===== config.mk =====
export PLATFORM = sky130hd
export DESIGN_NAME = ms_c2_conv_arbiter
export DESIGN_NICKNAME = d
export VERILOG_FILES = /design/src/rtl/ms_c2_pkg.sv /design/src/rtl/ms_c2_conv_core.sv /design/src/rtl/ms_c2_conv_arbiter.sv
export SDC_FILE = /design/constraint.sdc
export NUM_CORES = 1
export LEC_CHECK = 0
export CAP_MARGIN = 5
export CORE_AREA = 2 2 39 41
export DETAILED_ROUTE_END_ITERATION = 6
export DIE_AREA = 0 0 41 43
export GPL_TIMING_DRIVEN = 1
export SLEW_MARGIN = 20
export SYNTH_ARGS = -nofsm -noshare
export SYNTH_HDL_FRONTEND = slang
export SYNTH_HIERARCHICAL = 1
export SYNTH_SLANG_ARGS = --single-unit

===== constraint.sdc =====
create_clock -name clock -period 1.7 [get_ports clock]
set_input_delay 0.255 -clock clock [delete_from_list [all_inputs] [get_ports clock]]
set_output_delay 0.255 -clock clock [all_outputs]
set_load 0.05 [all_outputs]

===== src/rtl/ms_c2_pkg.sv =====
// rtl/ms_c2_pkg.sv - shared types and constants for the sign-magnitude to two's complement arbiter
package ms_c2_pkg;

  typedef enum logic {
    ST_EMPTY = 1'b0,
    ST_FULL  = 1'b1
  } state_e;

  localparam int W_DEFAULT = 2;
  localparam int OW_CNT_W  = 8;

endpackage


===== src/rtl/ms_c2_conv_core.sv =====
// rtl/ms_c2_conv_core.sv - combinational sign-magnitude to W-bit two's complement conversion
module ms_c2_conv_core #(
  parameter int W = 2
) (
  input  logic [W-1:0] abs_i,
  input  logic         sgn_i,
  output logic [W-1:0] z_o,
  output logic         ow_o
);

  localparam logic [W-1:0] MIN_MAG = {1'b1, {(W-1){1'b0}}};

  // Negating zero wraps back to zero, so negative zero needs no special case.
  assign z_o  = sgn_i ? (~abs_i + 1'b1) : abs_i;
  assign ow_o = abs_i[W-1] && !(sgn_i && (abs_i == MIN_MAG));

endmodule


===== src/rtl/ms_c2_conv_arbiter.sv =====
// rtl/ms_c2_conv_arbiter.sv - two-requester round-robin arbiter feeding a one-slot conversion register
// Optional saturating overflow counter port ow_count enabled by MS_C2_OW_COUNT_EN.
module ms_c2_conv_arbiter
  import ms_c2_pkg::*;
#(
  parameter int W = W_DEFAULT
) (
  input  logic         clock,
  input  logic         reset,
  input  logic         in0_valid,
  input  logic [W-1:0] in0_abs,
  input  logic         in0_sgn,
  output logic         in0_ready,
  input  logic         in1_valid,
  input  logic [W-1:0] in1_abs,
  input  logic         in1_sgn,
  output logic         in1_ready,
  output logic         out_valid,
  input  logic         out_ready,
  output logic [W-1:0] out_z,
  output logic         out_ow,
  output logic         out_id
`ifdef MS_C2_OW_COUNT_EN
  ,
  output logic [OW_CNT_W-1:0] ow_count
`endif
);

  state_e       state_q, state_d;
  logic         rp_q, rp_d;
  logic [W-1:0] z_q, z_d;
  logic         ow_q, ow_d;
  logic         id_q, id_d;

  logic         both_v, any_v, gnt_id, slot_free, accept;
  logic [W-1:0] sel_abs, conv_z;
  logic         sel_sgn, conv_ow;

  always_comb begin
    both_v    = in0_valid & in1_valid;
    any_v     = in0_valid | in1_valid;
    gnt_id    = both_v ? rp_q : in1_valid;
    // Reset blocks acceptance so a held result is dropped without a handshake.
    slot_free = !reset && ((state_q == ST_EMPTY) || out_ready);
    accept    = slot_free & any_v;
    in0_ready = accept & ~gnt_id;
    in1_ready = accept & gnt_id;
    sel_abs   = gnt_id ? in1_abs : in0_abs;
    sel_sgn   = gnt_id ? in1_sgn : in0_sgn;
  end

  ms_c2_conv_core #(.W(W)) u_conv (
    .abs_i (sel_abs),
    .sgn_i (sel_sgn),
    .z_o   (conv_z),
    .ow_o  (conv_ow)
  );

  always_comb begin
    state_d = state_q;
    rp_d    = rp_q;
    z_d     = z_q;
    ow_d    = ow_q;
    id_d    = id_q;
    case (state_q)
      ST_EMPTY: if (accept) state_d = ST_FULL;
      ST_FULL:  if (out_ready && !accept) state_d = ST_EMPTY;
      default:  state_d = ST_EMPTY;
    endcase
    if (accept) begin
      z_d  = conv_z;
      ow_d = conv_ow;
      id_d = gnt_id;
      if (both_v) rp_d = ~gnt_id;
    end
  end

  always_ff @(posedge clock) begin
    if (reset) begin
      state_q <= ST_EMPTY;
      rp_q    <= 1'b0;
      z_q     <= '0;
      ow_q    <= 1'b0;
      id_q    <= 1'b0;
    end else begin
      state_q <= state_d;
      rp_q    <= rp_d;
      z_q     <= z_d;
      ow_q    <= ow_d;
      id_q    <= id_d;
    end
  end

  assign out_valid = (state_q == ST_FULL);
  assign out_z     = z_q;
  assign out_ow    = ow_q;
  assign out_id    = id_q;

`ifdef MS_C2_OW_COUNT_EN
  logic [OW_CNT_W-1:0] ow_cnt_q;

  always_ff @(posedge clock) begin
    if (reset) begin
      ow_cnt_q <= '0;
    end else if (accept && conv_ow && (ow_cnt_q != '1)) begin
      ow_cnt_q <= ow_cnt_q + 1'b1;
    end
  end

  assign ow_count = ow_cnt_q;
`endif

endmodule


# Word-level counts from Yosys, hierarchy flattened

Cells that the tools add are included.

Word-level logic and storage cells: 31
Register bits: 6
Bits of input ports: 11
Output and inout port bits: 7

Equal/unequal tests: 1
Multiplexer cells: 7
Bitwise gates (word level): 8
Reduce and logical (&&, ||, !) cells: 9
Add/sub/neg operators: 1

Operators by type and width:

| operator                                                       | number |
|---|---|
| 1-bit AND                                                      | 4 |
| 1-bit logical AND                                              | 4 |
| 1-bit 2-to-1 mux                                               | 4 |
| 2-bit 2-to-1 mux                                               | 2 |
| 1-bit logical NOT                                              | 3 |
| 2-bit by 1-bit adder with 2-bit output (second input constant) | 1 |
| 2-bit equality test (second input constant)                    | 1 |
| 1-bit inverter                                                 | 2 |
| 2-bit inverter                                                 | 1 |
| 1-bit case mux with 2 select lines                             | 1 |
| 2-bit AND reduction                                            | 1 |
| 1-bit logical OR                                               | 1 |
| 1-bit OR                                                       | 1 |

# Longest topological paths before layout

Gate-level depths: netlist (run 1).

Depth after elaboration: 8
Depth in mapped cells: 8
Depth with buffers taken out: 8

# By module

The synthesis (run 1) kept the hierarchy.

By module, submodules not included:

| module             | area an instance (um^2) | times used | cells each | sequential area each (um^2) |
|---|---|---|---|---|
| ms_c2_conv_arbiter | 316.6                   | 1          | 35         | 120.1 |
| ms_c2_conv_core    | 42.5                    | 1          | 6          | 0.0 |

# Least setup slack after synthesis (run 1)

No wires, ideal clock.

Kind: reg2out
From: register state_q (netlist: out_valid)
To: output in0_ready
Required time: 1.445 ns
Stages on the path, launching flop included: 4
Arrival: 3.169 ns
Buffers on the path: 1
Setup slack: -1.724 ns
Cells stage by stage: dfxtp_1 nor2b_4 buf_6 a2111oi_0

Word-level cells in the longest chain between the ends: 5

RTL lines:

| item                   | RTL line                 | RTL |
|---|---|---|
| from (decl)            | ms_c2_conv_arbiter.sv:29 | `state_e state_q, state_d;` |
| from (signal assigned) | ms_c2_conv_arbiter.sv:86 | `state_q <= state_d;` |
| 1-bit inverter         | n/a                      |  |
| 1-bit logical OR       | ms_c2_conv_arbiter.sv:44 | `slot_free = !reset && ((state_q == ST_EMPTY) \|\| out_ready);` |
| 1-bit logical AND      | ms_c2_conv_arbiter.sv:44 |  |
| 1-bit AND              | ms_c2_conv_arbiter.sv:45 | `accept = slot_free & any_v;` |
| 1-bit AND              | ms_c2_conv_arbiter.sv:46 | `in0_ready = accept & ~gnt_id;` |
| to (decl)              | ms_c2_conv_arbiter.sv:13 | `output logic in0_ready,` |

Every way passes these cells.

# Final worst setup path (run 1)

From: register rp_q
To: register z_q[1] (netlist: out_z[1])

Word-level cells in the longest chain between the ends: 5
Elaborated cells between the ends (all ways): 6
Those cells by class: 1 x add/sub; 4 x mux; 1 x bitwise

RTL lines:

| item                                   | RTL line                 | RTL |
|---|---|---|
| from (decl)                            | ms_c2_conv_arbiter.sv:30 | `logic rp_q, rp_d;` |
| from (signal assigned)                 | ms_c2_conv_arbiter.sv:87 | `rp_q <= rp_d;` |
| 1-bit 2-to-1 mux (*)                   | ms_c2_conv_arbiter.sv:42 | `gnt_id = both_v ? rp_q : in1_valid;` |
| 2-bit 2-to-1 mux (*)                   | ms_c2_conv_arbiter.sv:48 | `sel_abs = gnt_id ? in1_abs : in0_abs;` |
| named net sel_abs[1]                   | ms_c2_conv_arbiter.sv:36 | `logic [W-1:0] sel_abs, conv_z;` |
| 2-bit inverter                         | ms_c2_conv_core.sv:14    | `assign z_o = sgn_i ? (~abs_i + 1'b1) : abs_i;` |
| 2-bit by 1-bit adder with 2-bit output | ms_c2_conv_core.sv:14    |  |
| 2-bit 2-to-1 mux (*)                   | ms_c2_conv_core.sv:14    |  |
| named net conv_z[1]                    | ms_c2_conv_arbiter.sv:36 |  |
| to (signal assigned)                   | ms_c2_conv_arbiter.sv:88 | `z_q <= z_d;` |
| to (decl)                              | ms_c2_conv_arbiter.sv:31 | `logic [W-1:0] z_q, z_d;` |

Mark *: on every way through the listed nets, which the timed path passes. The rest lies on a longest branch.
A chain may end at the register's enable or synchronous reset.

==> impl_metrics.py, run 1 <==
metrics = {
    "place": {
        "dpl_hpwl_microns": 758,
        "preCtsSetupSlack_ns": -0.372,
        "io_buffer_count": 17,
        "gp_routability_congestion": 0.723,
        "placedInstanceArea_sq_um": 606,
    },
    "cells_and_area": {
        "design_area_sq_um": 638,
        "antenna-diode-count": 0,
        "nFillCells": 144,
        "finish.net_count": 80,
        "final_util_pct": 46.1,
        "synthToLayoutAreaGrowth_pct": 77.7,
        "final_layout_size_suffix_gt1_share_pct": 39.4,
        "layout.cells.most_common_list": "sky130_fd_sc_hd__buf_4 (13), sky130_fd_sc_hd__clkdlybuf4s50_1 (8), sky130_fd_sc_hd__a21oi_1 (6)",
        "layout.cells.most_common": "sky130_fd_sc_hd__buf_4",
    },
    "floorplan": {
        "design.die.area_sq_mm": 0.00176,
        "fp.coreArea_sq_mm": 0.00138,
        "floorplan.io_pins": 18,
        "die_h_microns": 43,
        "rows": 14,
        "initial_core_util_pct": 25.9,
        "floorplan.die.width_microns": 41,
    },
    "power": {
        "power_mw": 0.467,
        "pwr_density_cell_mw_per_mm2": 732,
        "peakVddDrop_mv": 0.345,
        "power.leakage_nw": 0.277,
    },
    "outcome": {
        "outcome": "finished clean",
    },
    "timing": {
        "sum_neg_setup_slack_ns": 0,
        "report.final.setup_viol": 0,
        "max_freq_mhz": 614,
        "fin_crit_ns": 1.63,
        "finalClockSkew_ns": 0.00113,
        "min_period_over_period_pct": 95.8,
        "maxSlewViolCount": 0,
        "unrepaired_setup_endpoints_after_global_routing": "false",
        "setup_ws_ns": 0.0712,
        "slew_headroom_pct": 76.5,
        "tightestPinTransition_ns": 0.352,
        "finalHoldViolations": 0,
    },
    "cts": {
        "worstSkewPairLatency_ns": 0.25,
        "clk_root_buffer_cell": "sky130_fd_sc_hd__clkbuf_4",
        "ctsHoldBuffers": 0,
        "cts_tree": "built",
        "cts.sinks": 6,
        "htree_levels": 1,
        "clock_pin_transition_on_the_worst_setup_and_hold_timing_paths_ns": 0.05,
        "clockBufferDepth": 2,
        "numCtsBuffers": 3,
    },
    "routing": {
        "remaining_drc_errors": 0,
        "drt_iter0_markers": 2,
        "vias": 394,
        "1st_pass_router_iterations": 2,
        "detail_route.vias_per_cell": 4.80,
        "antenna_left": 0,
        "route.detailed.wl_per_inst_microns": 12.4,
        "totalWireLength_microns": 1010,
    },
    "critical_path": {
        "startpoint": "rp_q",
        "timing.critical_path.to_type": "flip-flop",
        "cp_data_required_time_ns": 1.88,
        "worstRegToRegCells": 6,
        "critical_path_cell_count": 6,
        "arrival_time_of_data_at_the_critical_path_endpoint_ns": 1.81,
        "timing_worst_setup_path_type": "flip-flop to flip-flop",
        "critical_path_buf_inv_count": 0,
        "path_cells": "o21ai_4, mux2_2, ha_1, mux2i_1, nand3b_1, a21oi_1",
        "reg2reg_from": "rp_q",
        "path_delay_family": "multiplexers",
        "slowest_delay_ns": 0.37,
        "startpoint_type": "flip-flop",
        "crit_slowest_cell": "sky130_fd_sc_hd__mux2_2",
        "cp_max_fo": 4,
    },
    "global_routing": {
        "global_route_wire_length_before_repair_microns": 1460,
        "global_route.usage.total_pct": 12.4,
        "gr-total-overflow": 0,
        "grt_start_max_net_pins": 8,
        "grt_antenna_before_repair": 0,
        "first_global_vias": 352,
    },
    "yosys": {
        "synth_enable_flop_cells": 0,
        "syn_nets": 53,
        "synth_cell_types": 22,
        "synth-async-reset-ratio_pct": 0,
        "synth_area_sq_um": 359,
        "postSynthCellCount": 41,
        "ys_dominant_reg_cell": "sky130_fd_sc_hd__dfxtp_1",
        "synth_warnings": 6,
        "synth.avg_cell_area_sq_um": 8.76,
        "synth.yosys.seq_area_share_pct": 33.4,
        "synth_seq_cells": 6,
    },
    "job": {
        "timing.max_cap.violations": 0,
    },
    "worst_hold_path": {
        "worstHoldPathCells": 2,
        "min-delay-path-class": "flip-flop to flip-flop",
        "hold_path_startpoint": "out_ow",
    },
}
## final cells by class
type                            instances  area, sq um  area share (%)
Clock buffer                            3         22.5            3.53
Timing Repair Buffer                   25          235            36.9
Sequential cell                         6          121            19.0
Inverter                                3         11.3            1.76
Tap cell                               16         20.0            3.14
Multi-Input combinational cell         29          228            35.7
## registers in the layout (all words and copies together), names as in the netlist
register and count:
out_id 1, out_ow 1, out_valid 1, out_z 2
rp_q 1
## routing by layer
layer	vias to the layer above	track usage, %	routed length (microns)
met4	0	6.00	10
met1	183	14.8	426
li1	196	-	-
met3	2	3.14	71
met2	13	19.4	504
met5	-	0	0
## worst reg2reg max path: stages, from the launching register on
cell and delay (ns):
sky130_fd_sc_hd__dfxtp_2 0.34, sky130_fd_sc_hd__o21ai_4 0.19, sky130_fd_sc_hd__mux2_2 0.37, sky130_fd_sc_hd__ha_1 0.27, sky130_fd_sc_hd__mux2i_1 0.15, sky130_fd_sc_hd__nand3b_1 0.11, sky130_fd_sc_hd__a21oi_1 0.12
## kinds of logic (layout without fill, tap and decap cells)
kind of cell | count (synthesis) | in the layout | share of synthesized area (%)
buffers and inverters | 6 | 31 | 9.41
and+or+nand+nor | 10 | 10 | 19.2
adders and majority gates | 1 | 1 | 3.48
AOI/OAI and AO/OA | 14 | 14 | 22.3
muxes | 4 | 4 | 12.2
DFF | 6 | 6 | 33.5
## cells in the mapped netlist, types with 3 or more instances
cell                       number  area (sq um)
sky130_fd_sc_hd__mux2_1         3          33.8
sky130_fd_sc_hd__o21ai_0        4          20.0
sky130_fd_sc_hd__dfxtp_1        6           120
sky130_fd_sc_hd__nand3b_1       3          22.5
sky130_fd_sc_hd__inv_1          3          11.3
sky130_fd_sc_hd__a21oi_1        6          30.0
## report_power, final
group / switching [mW] / internal (mW)
combinational: 0.0903 / 0.0811
clock: 0.0544 / 0.0801
sequential: 0.00824 / 0.153
total: 0.153 / 0.314
## through the flow
stage,instances,hold WS (ns)
3_3_place_gp,79,0.469
2_1_floorplan,41,0.469
4_1_cts,82,0.491
6_report,82,0.490
3_5_place_dp,79,0.475
5_1_grt,82,0.518
## path summary, 6_finish.rpt
| kind | slack [ns] | end |
|---|---|---|
| setup reg to reg | 0.07 | out_z[1] |
| hold / removal | 0.49 | out_ow |
| setup / recovery | 0.07 | out_z[1] |
| hold reg to reg | 0.49 | out_ow |
## repair_timing
item,in CTS,in global routing
endpoints found under the setup margin,3,1
buffers inserted,0,0
gates resized for setup,7,1
pin swaps,1,1
(Power assumes the default switching activity.)
==> inputs of run 2 (changes only) <==
Settings changed: SYNTH_HIERARCHICAL 1 to not set.
==> run 2 against run 1 <==
Against the previous run: routed wire length fell by 2.4%; total power rose by 6.8%; sequential power barely moved; highest routed layer unchanged; largest cell class unchanged; global-route usage fell by 0.30 points; cell count rose by 7.3%; via count rose by 5.6%; fmax rose by 1.0%; critical endpoint is now in0_ready; register-to-register slack improved by 0.04 ns; critical path type is now flip-flop to output port; first-iteration DRC count fell by 50%.
==> impl_metrics.py, run 2 <==
metrics = {
    "cts": {
        "numCtsBuffers": 3,
        "cts.sinks": 6,
        "clk_root_buffer_cell": "sky130_fd_sc_hd__clkbuf_4",
        "clock_pin_transition_on_the_worst_setup_and_hold_timing_paths_ns": 0.05,
        "clockBufferDepth": 2,
        "cts_tree": "built",
        "ctsHoldBuffers": 0,
        "worstSkewPairLatency_ns": 0.25,
        "htree_levels": 1,
    },
    "timing": {
        "finalClockSkew_ns": 0.00365,
        "unrepaired_setup_endpoints_after_global_routing": "true",
        "finalHoldWorstSlack_ns": 0.408,
        "fin_crit_ns": 1.61,
        "finalHoldViolations": 0,
        "maxSlewViolCount": 0,
        "report.final.setup_viol": 0,
        "tightestPinTransition_ns": 0.314,
        "max_freq_mhz": 620,
        "min_period_over_period_pct": 94.8,
        "slew_headroom_pct": 79.0,
        "sum_neg_setup_slack_ns": 0,
    },
    "critical_path": {
        "cp_data_required_time_ns": 1.44,
        "slowest_delay_ns": 0.39,
        "startpoint_type": "flip-flop",
        "timing_worst_setup_path_type": "flip-flop to output port",
        "crit_slowest_cell": "sky130_fd_sc_hd__or3_4",
        "timing.critical_path.to_type": "output port",
        "arrival_time_of_data_at_the_critical_path_endpoint_ns": 1.36,
        "cp_max_fo": 3,
        "reg2reg_from": "rp_q",
        "path_cells": "nor2b_1, or3_4, nor2_4, buf_12",
        "startpoint": "out_valid",
    },
    "yosys": {
        "synth_enable_flop_cells": 0,
        "post_synth_main_area_contributors": "sky130_fd_sc_hd__dfxtp_1 (35%), sky130_fd_sc_hd__nand3b_1 (6.5%), sky130_fd_sc_hd__mux2i_1 (5.8%), sky130_fd_sc_hd__nor2b_1 (5.4%), sky130_fd_sc_hd__o41ai_2 (4.7%)",
        "synth_common_cells": "sky130_fd_sc_hd__dfxtp_1 (6), sky130_fd_sc_hd__nor2_1 (4)",
        "netlist.area_leader.share_pct": 34.5,
        "synth.avg_cell_area_sq_um": 8.70,
        "most_frequent_cell_after_synthesis": "sky130_fd_sc_hd__dfxtp_1",
        "synth_seq_cells": 6,
        "synth_area_sq_um": 348,
        "ys_dominant_reg_cell": "sky130_fd_sc_hd__dfxtp_1",
        "synth-async-reset-ratio_pct": 0,
        "syn_nets": 52,
        "synth_cell_types": 20,
        "synth.yosys.seq_area_share_pct": 34.5,
        "synth_warnings": 0,
        "netlist.top_cell.by_area": "sky130_fd_sc_hd__dfxtp_1",
        "postSynthCellCount": 40,
    },
    "power": {
        "power.leakage_nw": 0.317,
        "peakVddDrop_mv": 0.334,
        "pwr_density_cell_mw_per_mm2": 727,
        "power_mw": 0.499,
    },
    "global_routing": {
        "first_global_vias": 380,
        "grt_antenna_before_repair": 0,
        "gr-total-overflow": 0,
        "grt_start_max_net_pins": 8,
        "global_route.usage.total_pct": 12.1,
        "global_route_wire_length_before_repair_microns": 1380,
    },
    "routing": {
        "antenna_left": 0,
        "totalWireLength_microns": 989,
        "1st_pass_router_iterations": 2,
        "route.detailed.wl_per_inst_microns": 11.2,
        "drt_iter0_markers": 1,
        "remaining_drc_errors": 0,
        "vias": 416,
        "detail_route.vias_per_cell": 4.73,
    },
    "floorplan": {
        "floorplan.io_pins": 18,
        "design.die.area_sq_mm": 0.00176,
        "floorplan.die.width_microns": 41,
        "fp.coreArea_sq_mm": 0.00138,
        "initial_core_util_pct": 25.1,
        "die_h_microns": 43,
        "rows": 14,
    },
    "cells_and_area": {
        "final_util_pct": 49.5,
        "largest_register_ffs": 2,
        "nFillCells": 141,
        "design_area_sq_um": 686,
        "antenna-diode-count": 0,
        "sequential_cell_area_in_the_final_layout_sq_um": 120,
        "final_layout_size_suffix_gt1_share_pct": 43.1,
        "layout.cells.most_common": "sky130_fd_sc_hd__buf_4",
        "multi_input_comb_area_sq_um": 240,
        "finish.net_count": 86,
        "synthToLayoutAreaGrowth_pct": 97.1,
        "layout.cells.most_common_list": "sky130_fd_sc_hd__buf_4 (18), sky130_fd_sc_hd__clkdlybuf4s50_1 (7), sky130_fd_sc_hd__dfxtp_1 (6)",
    },
    "place": {
        "gp_routability_congestion": 0.691,
        "dpl_hpwl_microns": 745,
        "placedInstanceArea_sq_um": 617,
        "io_buffer_count": 17,
    },
    "job": {
        "timing.max_cap.violations": 0,
    },
    "worst_hold_path": {
        "min-delay-path-class": "input port to flip-flop",
        "hold_path_startpoint": "out_ready",
    },
    "outcome": {
        "outcome": "finished clean",
    },
}
==> run 2: cell types whose count changed after synthesis, sizes merged, moves of 2 or more <==
cell / before / now
nor2: 1 / 5
nor3: 1 / 3
mux2: 3 / 0
nand2b: 0 / 2
a21oi: 6 / 1
a21boi: 0 / 2
o21ai: 6 / 3
==> run 2: final cells by class <==
type / instances / area share [%]
repair buffers: 30 / 40.1
multi-input cells: 31 / 35.0
well taps: 16 / 2.92
inverters: 2 / 1.09
clock buffers: 3 / 3.28
flip-flops and latches: 6 / 17.5
==> run 2: worst max-delay path, delay by kind of cell (launching register included) <==
kind / cells / cell delay, ns
and+or+nand+nor: 3 / 0.65
DFF: 1 / 0.32
buffers and inverters: 1 / 0.14
==> run 2: where the power goes <==
| part | internal (mW) | switching, mW | leakage [nW] |
|---|---|---|---|
| combinational | 0.0986 | 0.102 | 0.253 |
| clock | 0.0801 | 0.0552 | 0.0138 |
| sequential | 0.155 | 0.00802 | 0.0498 |
| total | 0.333 | 0.165 | 0.317 |
==> run 2: path summary, 6_finish.rpt <==
kind                            slack [ns]  cells past startpoint        end
worst min register to register        0.50                      2     out_ow
worst min-delay path                  0.41                      3  out_valid
worst max-delay path                  0.09                      4  in0_ready
worst max register to register        0.11                      7   out_z[1]
==> run 2: logic make-up (layout without fill, tap and decap cells) <==
logic type / count (synthesis) / count (layout) / share of synthesized area, %
simple gates: 18 / 18 / 29.1
flops: 6 / 6 / 34.5
compound gates: 9 / 9 / 19.1
xor+xnor: 1 / 1 / 2.52
fa+ha+maj: 1 / 1 / 3.60
buf+inv: 3 / 35 / 5.40
mux: 2 / 2 / 5.76
==> run 2: stage by stage <==
| step | setup WS, ns | std cells |
|---|---|---|
| after global placement | -0.429 | 82 |
| after detailed placement | -0.425 | 82 |
| after floorplan | -0.114 | 40 |
| final | 0.0881 | 88 |
| after CTS | 0.0158 | 87 |
| after global routing | -0.00245 | 88 |
==> run 2: layer usage <==
metal | part of all wire, % | track usage (%) | vias to the layer above
li1 | - | - | 206
met5 | 0 | 0 | -
met2 | 45 | 16.6 | 13
met4 | 3.6 | 14.0 | 0
met1 | 45 | 13.9 | 193
met3 | 5.7 | 1.57 | 4
==> run 2: repair_timing <==
action,CTS,global route
setup endpoints to repair,4,2
cloned,0,0
setup buffers,2,1
pin swaps,2,2
endpoints found under the hold margin,0,0
resized for setup,6,2
